==> src/rtl/cube_color_updater.sv <==
// Write side of the pyramid colour interface: turns Qbert landings into per-cube
// top-colour updates, tracks cubes remaining and reports score/level events.
module cube_color_updater #(
  parameter int N_CUBE = 28,
  parameter int CNT_W  = 5
) (
  input  logic              CLK_33,
  input  logic              reset,
  input  logic              e_level_start,
  input  logic [1:0]        e_color_mode,
  input  logic              e_pause_qb,
  input  logic [N_CUBE-1:0] position_qb,
  input  logic              done_move_qb,
  output logic [N_CUBE-1:0] e_color_state,
  output logic [CNT_W-1:0]  cubes_left,
  output logic              score_pulse,
  output logic              off_map,
  output logic              bad_pos,
  output logic              level_done,
  output logic              busy
);

  typedef enum logic [2:0] {
    IDLE   = 3'd0,
    CHECK  = 3'd1,
    UPDATE = 3'd2,
    COUNT  = 3'd3,
    WIN    = 3'd4
  } state_t;

  localparam logic [1:0]       MODE_SET_ONCE = 2'd0;
  localparam logic [1:0]       MODE_TWO_HIT  = 2'd1;
  localparam logic [1:0]       MODE_TOGGLE   = 2'd2;
  localparam logic [CNT_W-1:0] N_FULL        = CNT_W'(N_CUBE);

  function automatic logic [CNT_W-1:0] popcount(input logic [N_CUBE-1:0] v);
    logic [CNT_W-1:0] c;
    c = '0;
    for (int i = 0; i < N_CUBE; i++) c = c + CNT_W'(v[i]);
    return c;
  endfunction

  state_t              state;
  logic [N_CUBE-1:0]   color;
  logic [N_CUBE-1:0]   hit;
  logic [1:0]          mode;
  logic [CNT_W-1:0]    cubes_left_q;
  logic                level_done_q;
  logic                done_prev;
  logic [N_CUBE-1:0]   pos_q;
  logic                pos_ok;
  logic                score_q;
  logic                off_map_q;
  logic                bad_pos_q;

  logic                landing;
  logic [CNT_W-1:0]    pos_cnt;
  logic [CNT_W-1:0]    left_next;
  logic                sel_color;
  logic                sel_hit;
  logic                would_score;
  logic [N_CUBE-1:0]   color_next;

  assign landing   = done_move_qb & ~done_prev & ~e_pause_qb & (state == IDLE);
  assign pos_cnt   = popcount(position_qb);
  assign left_next = N_FULL - popcount(color);
  assign sel_color = |(color & pos_q);
  assign sel_hit   = |(hit & pos_q);

  // Score is decided one cycle ahead of the colour write so it lines up with UPDATE.
  always_comb begin
    would_score = 1'b0;
    color_next  = color;
    case (mode)
      MODE_TWO_HIT: begin
        would_score = ~(sel_hit & sel_color);
        color_next  = sel_hit ? (color | pos_q) : color;
      end
      MODE_TOGGLE: begin
        would_score = ~sel_color;
        color_next  = color ^ pos_q;
      end
      default: begin
        would_score = ~sel_color;
        color_next  = color | pos_q;
      end
    endcase
  end

  always_ff @(posedge CLK_33 or posedge reset) begin
    if (reset) begin
      state        <= IDLE;
      color        <= '0;
      hit          <= '0;
      mode         <= MODE_SET_ONCE;
      cubes_left_q <= N_FULL;
      level_done_q <= 1'b0;
      done_prev    <= 1'b1;
      pos_q        <= '0;
      pos_ok       <= 1'b0;
      score_q      <= 1'b0;
      off_map_q    <= 1'b0;
      bad_pos_q    <= 1'b0;
    end else begin
      done_prev <= done_move_qb;
      score_q   <= 1'b0;
      off_map_q <= 1'b0;
      bad_pos_q <= 1'b0;
      if (e_level_start) begin
        state        <= IDLE;
        color        <= '0;
        hit          <= '0;
        mode         <= (e_color_mode == 2'd3) ? MODE_SET_ONCE : e_color_mode;
        cubes_left_q <= N_FULL;
        level_done_q <= 1'b0;
      end else begin
        case (state)
          IDLE: begin
            if (landing) begin
              pos_q     <= position_qb;
              pos_ok    <= (pos_cnt == CNT_W'(1));
              off_map_q <= (pos_cnt == '0);
              bad_pos_q <= (pos_cnt > CNT_W'(1));
              state     <= CHECK;
            end
          end
          CHECK: begin
            if (pos_ok) begin
              score_q <= would_score;
              state   <= UPDATE;
            end else begin
              state <= IDLE;
            end
          end
          UPDATE: begin
            color <= color_next;
            if (mode == MODE_TWO_HIT) hit <= hit | pos_q;
            state <= COUNT;
          end
          COUNT: begin
            cubes_left_q <= left_next;
            if (left_next == '0) begin
              level_done_q <= 1'b1;
              state        <= WIN;
            end else begin
              state <= IDLE;
            end
          end
          WIN: state <= WIN;
          default: state <= IDLE;
        endcase
      end
    end
  end

  // A level start kills any pulse already registered for the current cycle.
  assign score_pulse   = score_q & ~e_level_start;
  assign off_map       = off_map_q & ~e_level_start;
  assign bad_pos       = bad_pos_q & ~e_level_start;
  assign e_color_state = color;
  assign cubes_left    = cubes_left_q;
  assign level_done    = level_done_q;
  assign busy          = (state == CHECK) | (state == UPDATE) | (state == COUNT);

endmodule

==> config.mk <==
export PLATFORM = sky130hd
export DESIGN_NAME = cube_color_updater
export DESIGN_NICKNAME = d
export VERILOG_FILES = /design/src/rtl/cube_color_updater.sv
export SDC_FILE = /design/constraint.sdc
export NUM_CORES = 1
export LEC_CHECK = 0
export BUFFER_PORTS_ARGS = -buffer_cell sky130_fd_sc_hd__buf_2
export CAP_MARGIN = 25
export CORE_UTILIZATION = 35
export CTS_BUF_LIST = sky130_fd_sc_hd__clkbuf_8
export CTS_CLUSTER_DIAMETER = 40
export CTS_CLUSTER_SIZE = 8
export DETAILED_ROUTE_END_ITERATION = 6
export PLACE_DENSITY = 0.61
export SYNTH_ARGS = -nofsm -noshare
export SYNTH_HDL_FRONTEND = slang
export SYNTH_SLANG_ARGS = --single-unit
==> constraint.sdc <==
create_clock -name CLK_33 -period 14.8 [get_ports CLK_33]
set_input_delay 2.96 -clock CLK_33 [delete_from_list [all_inputs] [get_ports CLK_33]]
set_output_delay 2.96 -clock CLK_33 [all_outputs]
set_load 0.02 [all_outputs]
==> results of run 1 <==
[metal layers]
layer | vias up | track usage (%) | share of wire (%)
li1 | 2410 | - | -
met1 | 2350 | 22.5 | 50
met2 | 83 | 25.1 | 46
met3 | 10 | 3.15 | 3.1
met4 | 0 | 4.49 | 1.2
met5 | - | 0 | 0
[worst min-delay path by stage]
stage                     startpoint       end  slack (ps)  cells after the start
after floorplan               pos_ok    pos_ok         450                      2
after global placement       hit[15]   hit[15]         480                      2
after detailed placement      hit[5]    hit[5]         490                      2
after CTS                     hit[5]    hit[5]         510                      2
after global routing        state[0]  state[0]         530                      1
final                         hit[5]    hit[5]         500                      2
[state kept, by name, summed over array words and instances (netlist names)]
signal / flops
pos_q: 28
state: 3
off_map_q: 1
cubes_left: 5
done_prev: 1
level_done: 1
score_q: 1
e_color_state: 28
bad_pos_q: 1
pos_ok: 1
mode: 2
hit: 28
[metrics by stage]
| step | cells | hold slack [ps] |
|---|---|---|
| final | 1052 | 503 |
| after global routing | 1052 | 528 |
| after CTS | 1052 | 510 |
| after detailed placement | 1036 | 486 |
| after global placement | 1036 | 478 |
| after floorplan | 720 | 449 |
[Yosys cell counts (4+ instances only)]
library cell / instances / share of area (%)
nand2b_1: 57 / 5.0
inv_1: 138 / 7.3
dfstp_2: 4 / 1.5
o21ai_0: 43 / 3.0
mux2i_1: 29 / 4.1
nand2_1: 46 / 2.4
buf_2: 4 / 0.28
nor4_1: 9 / 0.79
fa_1: 41 / 12
a22oi_1: 6 / 0.64
nor2_1: 39 / 2.1
nor2b_1: 8 / 0.71
dfrtp_1: 96 / 34
a21oi_1: 34 / 2.4
clkbuf_1: 18 / 0.95
mux2_2: 15 / 2.4
ha_1: 89 / 16
[cells in the final DEF, fill, tap and decap left out, types with 4 or more instances in the layout]
master / count
nand2_1: 46
fa_1: 41
a22oi_1: 6
dfrtp_1: 96
mux2i_1: 29
nor2_1: 39
inv_1: 138
dfstp_2: 4
nor2b_1: 7
nand2b_1: 57
o21ai_0: 43
buf_4: 5
nor4_1: 9
buf_2: 72
mux2_2: 15
a21oi_1: 34
ha_1: 89
clkbuf_8: 9
[logic make-up (layout without fill, tap and decap cells)]
kind of cell / count (synthesis) / after routing / share of synthesized area [%]
XOR/XNOR: 6 / 6 / 0.741
AND/OR/NAND/NOR: 175 / 175 / 12.7
multiplexers: 44 / 44 / 6.47
adder cells (fa/ha/maj): 130 / 130 / 27.3
buffers and inverters: 164 / 231 / 9.32
AO/OA/AOI/OAI: 101 / 101 / 8.15
flip-flops: 100 / 100 / 35.4
[worst max-delay path: stages]
cell and delay (ps):
buf_2 110, fa_1 540, inv_1 80, fa_1 500
inv_1 50, fa_1 470, inv_1 50, fa_1 450
fa_1 510, fa_1 410, inv_1 70, ha_1 150
inv_1 50, fa_1 400, nor2b_1 120, o21ai_0 90
a21boi_0 200, o2111ai_1 210, o31ai_1 250
[power breakdown]
| group | switching (mW) | internal, mW | leakage [nW] | total, mW |
|---|---|---|---|---|
| Clock | 0.106 | 0.0798 | 0.107 | 0.186 |
| Combinational | 0.148 | 0.131 | 2.76 | 0.279 |
| Sequential | 0.0390 | 0.293 | 1.33 | 0.332 |
| Total | 0.293 | 0.505 | 4.20 | 0.798 |
[final cells by class]
type | count | area (um2) | share of cell area, %
clock buffer | 9 | 124 | 1.57
clock inverter | 7 | 76.3 | 0.968
sequential | 100 | 2510 | 31.8
multi-input combinational | 456 | 3930 | 49.8
tap | 265 | 332 | 4.21
inverter | 138 | 520 | 6.60
timing repair buffer | 77 | 398 | 5.05
==> impl_metrics.yaml, run 1 <==
run_status:
  status: "complete, no violations"
synthesis:
  syn_area_per_cell_um2: 9.85
  synth_fp_nets: 885
  synth_cell_types: 41
  synthArstFlopShare_pct: 100
  synth_seq_cells: 100
  netlist_area_um2: 7090
  synth_edf_count: 0
  synth_top_flop_cell: "dfrtp_1"
  synthCells: 720
  ys_seq_area_share_pct: 35.4
  ys.warnings.count: 0
grt:
  antenna_found_initial: 0
  grt_max_degree: 102
  grt_pass1_wl_um: 25100
  grt_pass1_vias: 4829
  grt-ovfl-total: 0
  grt_use_total_pct: 16.1
floorplan:
  die_area_um2: 20800
  io_pins: 73
  die_h_um: 144
  dieWidth_um: 144
  start_util_pct: 36.1
  coreArea_um2: 19700
  rows: 51
power:
  power_mw: 0.798
  ir_worst_vdd_uv: 83.4
  power_leakage_nw: 4.20
  power-per-cell-area_nw_per_um2: 101
clocking:
  clock_sinks: 100
  cts-root-buf: "clkbuf_8"
  insertion_delay_ps: 390
  cts_made_buffers: 9
  clockBufferDepth: 2
  post_cts_buffers: 0
  cts_tree: "done"
  hold_buffers: 0
  cts.htree.levels: 3
  cts_resized: 0
  path_clk_slew_ps: 100
layout:
  n_antenna_cell: 0
  finish.utilization_pct: 40.1
  fin_nets: 947
  fillers: 2034
  area_delta_synth_final_pct: 11.2
  drive_gt1_share_pct: 14.7
  stdcell_area_um2: 7880
timing:
  finalWorstSetupSlack_ps: 7420
  rsz0062_at_grt: "no"
  min_period_ps: 7380
  fin_skew_ps: 10.4
  maxSlewHeadroom_pct: 29.3
  finalHoldViolations: 0
  setup_violations: 0
  setup_tns_ps: 0
  fin_crit_sh_pct: 49.9
  drv_slew: 0
  tightest_slew_ps: 1060
  fmax_mhz: 135
worst_hold_path:
  hold_path.class: "reg -> reg"
critical_path:
  rr_worst_depth: 18
  critPathKind: "in -> reg"
  arrival_ps: 7680
  critPathCapture: "pos_ok"
  startpoint_type: "input port"
  end_kind: "register"
  worstPathRequired_ps: 15090
  critPathLaunch: "position_qb[17]"
  r2r-start: "e_color_state[4]"
  r2r-end: "level_done"
  rrSetupSlack_ps: 9490
  critical_path.max_fanout: 3
place:
  post-dp-hpwl_um: 11900
  place_area_um2: 7680
  dp_slack_ps: 7020
  routabilityCongestion: 0.797
  port_buffers: 72
flow_run:
  max_cap_violations: 0
route:
  viasPerCell: 4.61
  drt.antenna.violating_nets: 0
  drt_wl_total_um: 15400
  drc: 0
  num_vias: 4853
  drt_iter0_drc: 273
  first_pass_iters: 4
  wl_per_cell_um: 14.6
No activity file was read; power rests on OpenSTA's default activity.
==> run 2, diff against run 1 <==
--- a/config.mk
+++ b/config.mk
@@ -5,6 +5,7 @@
 export SDC_FILE = /design/constraint.sdc
 export NUM_CORES = 1
 export LEC_CHECK = 0
+export ABC_AREA = 1
 export BUFFER_PORTS_ARGS = -buffer_cell sky130_fd_sc_hd__buf_2
 export CAP_MARGIN = 25
 export CORE_UTILIZATION = 35
==> constraint.sdc (replaced) <==
create_clock -name CLK_33 -period 7.1 [get_ports CLK_33]
set_input_delay 1.42 -clock CLK_33 [delete_from_list [all_inputs] [get_ports CLK_33]]
set_output_delay 1.42 -clock CLK_33 [all_outputs]
set_load 0.02 [all_outputs]
==> run 2 against run 1 <==
Against the previous run: cell count is 12% higher; setup slack worse by 6000 ps; first-iteration DRC count is 1.1% higher; worst hold slack worse by 22 ps; synthesized cell count is 18% higher; critical endpoint is now bad_pos_q.
==> impl_metrics.yaml, run 2 <==
clocking:
  cts_made_buffers: 9
  cts.htree.levels: 3
  hold_buffers: 0
  path_clk_slew_ps: 110
  cts-root-buf: "clkbuf_8"
  post_cts_buffers: 0
  cts_tree: "done"
  cts_resized: 0
  insertion_delay_ps: 410
  clockBufferDepth: 2
  clock_sinks: 100
synthesis:
  synth_cell_types: 37
  synth_area_leaders: "dfrtp_1 33%, ha_1 15%, fa_1 11%"
  synth_commonest_cells: "181 x nand2_1, 180 x inv_1, 96 x dfrtp_1"
  ys.warnings.count: 0
  synth_largest_area_cell: "dfrtp_1"
  netlist_area_um2: 7270
  synth_fp_nets: 1013
  synth_seq_cells: 100
  synth_edf_count: 0
  ys_seq_area_share_pct: 34.5
  synthCells: 848
  syn_area_per_cell_um2: 8.58
  synth_top_flop_cell: "dfrtp_1"
  yosysTopAreaCellShare_pct: 33.0
  synthArstFlopShare_pct: 100
  synth.most_common_cell: "nand2_1"
layout:
  stdcell_area_um2: 7990
  fin_nets: 1071
  finish.utilization_pct: 39.4
  final_cells: 1181
  layout_common_cells: "181 x nand2_1, 179 x inv_1, 96 x dfrtp_1"
  final_common_cell: "nand2_1"
  drive_gt1_share_pct: 12.8
  area_delta_synth_final_pct: 9.86
  n_antenna_cell: 0
power:
  p_sw_share_pct: 49.9
  switchingPower_mw: 1.76
  power_leakage_nw: 4.20
  power.clock.fraction_pct: 11.4
  combPwrFrac_pct: 67.5
  ir_worst_vdd_uv: 549
  power-per-cell-area_nw_per_um2: 440
  power_mw: 3.52
  p_int_mw: 1.76
  seqPwrFrac_pct: 21.1
place:
  dp_cells: 1165
  place_area_um2: 7780
  dp_slack_ps: 994
  post-dp-hpwl_um: 12500
  port_buffers: 72
  routabilityCongestion: 0.803
grt:
  antenna_found_initial: 0
  grt_pass1_wl_um: 27700
  grt-ovfl-total: 0
  grt_pass1_vias: 5316
  grt_use_total_pct: 16.6
  grt_max_degree: 61
critical_path:
  rr_worst_depth: 18
  rrSetupSlack_ps: 1700
  cp_common_cell: "fa_1"
  path_cells: "buf_2 -> fa_1 -> inv_1 -> fa_1 -> fa_1 -> fa_1 -> fa_1 -> fa_1 -> inv_1 -> ha_1 -> inv_1 -> fa_1 -> nand3b_1 -> nand2_1 -> nand2_1 -> nand2_1 -> nor2_1 -> nand2_1 -> nand2_1 -> nor2_1"
  cpMaxStageDelayCell: "fa_1"
  critical_path.max_fanout: 3
  worstPathRequired_ps: 7430
  startpoint_type: "input port"
  arrival_ps: 6040
  critPathLaunch: "position_qb[0]"
  critPathKind: "in -> reg"
  critical-path-max-stage-delay_ps: 690
  end_kind: "register"
  r2r-start: "e_color_state[4]"
timing:
  fin_skew_ps: 18.3
  rsz0062_at_grt: "no"
  setup_tns_ps: 0
  hold_slack_ps: 481
  maxSlewHeadroom_pct: 44.8
  finalWorstSetupSlack_ps: 1390
  drv_slew: 0
  finalHoldViolations: 0
  fmax_mhz: 175
  min_period_ps: 5710
  tightest_slew_ps: 826
  fin_crit_sh_pct: 80.4
  setup_violations: 0
route:
  drt_iter0_drc: 276
  num_vias: 5389
  first_pass_iters: 4
  wl_per_cell_um: 14.0
  drc: 0
  drt_wl_total_um: 16500
  viasPerCell: 4.56
  drt.antenna.violating_nets: 0
floorplan:
  rows: 52
  dieWidth_um: 146
  die_area_um2: 21400
  io_pins: 73
  coreArea_um2: 20300
  start_util_pct: 35.8
  die_h_um: 146
worst_hold_path:
  hold_path.class: "reg -> reg"
  hp-start: "cubes_left[0]"
  holdPathStages: 2
flow_run:
  max_cap_violations: 0
run_status:
  status: "complete, no violations"
## run 2: cell count changes in the layout (fill, tap and decap cells not counted), sizes merged, moves of 13 or more
cell / delta
nand2b: -57
a211oi: +28
mux2i: -29
nor2: +34
o21ai: -13
nand2: +139
nand3: +34
mux2: -15
inv: +46
## run 2: cells by family after synthesis
| family | count (synthesis) | share of synthesized area, % |
|---|---|---|
| xor+xnor | 4 | 0.482 |
| buf+inv | 209 | 12.5 |
| fa+ha+maj | 130 | 26.6 |
| compound gates | 99 | 7.89 |
| simple gates | 306 | 18.1 |
| flops | 100 | 34.5 |
## run 2: final cells by class
class	count	area [um2]
multi-input combinational	539	3860
timing repair buffer	76	390
fill	2154	12300
clock buffer	9	124
inverter	180	678
tap	270	338
clock inverter	7	88.8
sequential	100	2510
## run 2: path summary, 6_finish.rpt
check                                 to
setup / recovery               bad_pos_q
hold / removal             cubes_left[0]
setup reg to reg                state[2]
hold reg to reg            cubes_left[0]
max in group asynchronous       pos_q[9]
min in group asynchronous        mode[1]
## run 2: power groups by stage
| stage | Sequential [mW] | Combinational, mW | Clock [mW] |
|---|---|---|---|
| floorplan | 0.759 | 1.87 | 0 |
| global placement | 0.753 | 2.35 | 0 |
| global route | 0.756 | 2.82 | 0.440 |
| finish | 0.743 | 2.37 | 0.402 |
| CTS | 0.743 | 2.42 | 0.417 |
| detailed placement | 0.754 | 2.38 | 0 |
## run 2: per-layer routing
layer,share of wire [%],routed length (um),track usage [%],up-vias
li1,-,-,-,2717
met1,51,8360,23.8,2565
met2,44,7220,25.5,99
met3,4.9,806,3.84,8
met4,0.73,120,3.49,0
met5,0,0,0,-
## run 2: worst max-delay path, delay by kind of cell
| kind | cells | cell delay (ps) |
|---|---|---|
| buf+inv | 4 | 350 |
| fa+ha+maj | 8 | 3600 |
| simple gates | 8 | 670 |
==> run 3, diff against run 2 <==
--- a/config.mk
+++ b/config.mk
@@ -13,7 +13,7 @@
 export CTS_CLUSTER_DIAMETER = 40
 export CTS_CLUSTER_SIZE = 8
 export DETAILED_ROUTE_END_ITERATION = 6
-export PLACE_DENSITY = 0.61
+export PLACE_DENSITY = 0.63
 export SYNTH_ARGS = -nofsm -noshare
 export SYNTH_HDL_FRONTEND = slang
 export SYNTH_SLANG_ARGS = --single-unit
==> constraint.sdc (replaced) <==
create_clock -name CLK_33 -period 5.1 [get_ports CLK_33]
set_input_delay 1.02 -clock CLK_33 [delete_from_list [all_inputs] [get_ports CLK_33]]
set_output_delay 1.02 -clock CLK_33 [all_outputs]
set_load 0.02 [all_outputs]
==> run 3 against run 2 <==
Against the previous run: largest power group unchanged; die area unchanged; the run now ends with setup timing left; clock-buffer cell count stayed put; setup slack got worse by 1400 ps; non-clock buffer count is 49 higher; critical path depth increased by 1; critical path type unchanged; critical endpoint unchanged.
==> impl_metrics.yaml, run 3 (synthesis results as in run 2) <==
critical_path:
  rr_worst_depth: 19
  cpMaxStageDelayCell: "fa_1"
  end_kind: "register"
  arrival_ps: 5400
  critical-path-max-stage-delay_ps: 550
  path_cells: "buf_8 -> fa_1 -> inv_2 -> fa_1 -> inv_1 -> fa_1 -> inv_1 -> fa_1 -> fa_1 -> fa_1 -> inv_1 -> ha_2 -> inv_2 -> fa_2 -> nand3b_1 -> nand3_1 -> nand2_2 -> nor2_1 -> nand2_1 -> nand2_1 -> nor2_1"
  r2r-end: "state[2]"
  rrSetupSlack_ps: 180
  cp.depth: 21
  cp_common_cell: "fa_1"
  worstPathRequired_ps: 5390
  crit_family: "adder cells"
  startpoint_type: "input port"
  critical_path.max_fanout: 3
  critPathBufInv: 6
  critPathKind: "in -> reg"
  r2r-start: "e_color_state[1]"
timing:
  rsz0062_at_grt: "yes"
  fin_skew_ps: 11.1
  fmax_mhz: 195
  hold_slack_ps: 482
  fin_crit_sh_pct: 100
  maxSlewHeadroom_pct: 46.2
  min_period_ps: 5120
  setup_violations: 2
  drv_slew: 0
  tightest_slew_ps: 804
  finalHoldViolations: 0
  setup_tns_ps: -28.3
  finalWorstSetupSlack_ps: -17.2
route:
  drt_wl_total_um: 16900
  drt_iter0_drc: 356
  first_pass_iters: 6
  viasPerCell: 4.53
  drt.antenna.violating_nets: 0
  wl_per_cell_um: 13.8
  drc: 0
  num_vias: 5577
grt:
  use_met3_pct: 2.75
  grt-busiest-layer: "met2"
  antenna_found_initial: 0
  grt_max_degree: 57
  grt_use_met2_pct: 26.8
  use_met1_pct: 24.6
  grt_use_total_pct: 17.1
  grt-ovfl-total: 0
  grt_pass1_vias: 5587
  grt_pass1_wl_um: 28700
layout:
  fin_nets: 1120
  fillers: 2097
  final_cells: 1230
  drive_gt1_share_pct: 19.9
  multi_input_area_um2: 3960
  final_common_cell: "nand2_1"
  finish.utilization_pct: 41.8
  n_antenna_cell: 0
  layout_common_cells: "178 x nand2_1, 174 x inv_1, 96 x dfrtp_1"
  area_delta_synth_final_pct: 16.6
  register_area_um2: 2510
power:
  p_sw_share_pct: 44.7
  p_int_mw: 3.72
  combPwrFrac_pct: 76.7
  power-per-cell-area_nw_per_um2: 792
  seqPwrFrac_pct: 15.1
  power_leakage_nw: 4.44
  power.clock.fraction_pct: 8.3
  ir_worst_vdd_uv: 1030
  switchingPower_mw: 3.00
place:
  dp_slack_ps: -507
  dp_cells: 1210
  routabilityCongestion: 0.811
  port_buffers: 72
  post-dp-hpwl_um: 12900
clocking:
  clockBufferDepth: 2
  clock_sinks: 100
  hold_buffers: 0
  cts_tree: "done"
  insertion_delay_ps: 390
  cts-root-buf: "clkbuf_8"
  path_clk_slew_ps: 100
  cts.htree.levels: 3
  cts_made_buffers: 9
floorplan:
  coreArea_um2: 20300
  io_pins: 73
  dieWidth_um: 146
  rows: 52
  start_util_pct: 35.8
  die_area_um2: 21400
  die_h_um: 146
run_status:
  violations: "setup timing"
  status: "finished with violations"
worst_hold_path:
  holdPathStages: 2
  min_to: "cubes_left[0]"
  hold_path.class: "reg -> reg"
  hp-start: "cubes_left[0]"
flow_run:
  max_cap_violations: 0
-- run 3: through the flow --
step	total power [mW]	instance area, um2
5_1_grt	7.52	8480
4_1_cts	6.09	8400
2_1_floorplan	3.67	7280
6_report	6.72	8480
3_5_place_dp	5.21	8120
3_3_place_gp	5.04	8120
-- run 3: area by class of cell --
cell class | instances | area share (%)
clock buffer | 9 | 1.46
multi-input combinational | 539 | 46.7
timing repair buffer | 125 | 9.20
sequential | 100 | 29.6
tap | 270 | 3.98
inverter | 180 | 7.99
clock inverter | 7 | 1.14
-- run 3: how the worst max path moves through the flow --
stage	endpoint	slack [ps]	startpoint
after global placement	bad_pos_q	-410	position_qb[0]
final	bad_pos_q	-20	position_qb[17]
after floorplan	pos_ok	-120	position_qb[17]
after global routing	bad_pos_q	-270	position_qb[17]
after detailed placement	off_map_q	-510	position_qb[0]
after CTS	off_map_q	-10	position_qb[17]
-- run 3: routing by layer --
layer | up-vias | part of all wire (%)
li1 | 2831 | -
met1 | 2601 | 48
met2 | 129 | 45
met3 | 16 | 5.0
met4 | 0 | 1.5
met5 | - | 0
-- run 3: what timing repair did --
| action | in CTS | in global routing |
|---|---|---|
| gates resized for setup | 16 | 12 |
| setup buffers | 1 | 2 |
| pin swaps | 10 | 12 |
| cloned | 0 | 0 |
| endpoints found under the setup margin | 5 | 6 |
-- run 3: worst register-to-register path, stage by stage (launching register included) --
cell     delay [ps]
dfrtp_1         360
inv_1            70
fa_1            540
inv_1            50
ha_1            170
inv_1            60
fa_1            430
fa_1            510
fa_2            550
inv_2            40
fa_2            440
ha_4            270
inv_1            60
ha_4            170
fa_2            400
xnor2_2         190
nand3_1         110
nor2_2          140
nand3_4         140
a21oi_2         150
-- run 3: power by group through the flow --
stage	clock network, mW	registers, mW	logic [mW]
finish	0.556	1.01	5.15
global route	0.600	1.03	5.89
CTS	0.571	1.01	4.51
detailed placement	0	1.03	4.19
global placement	0	1.02	4.02
floorplan	0	1.06	2.61
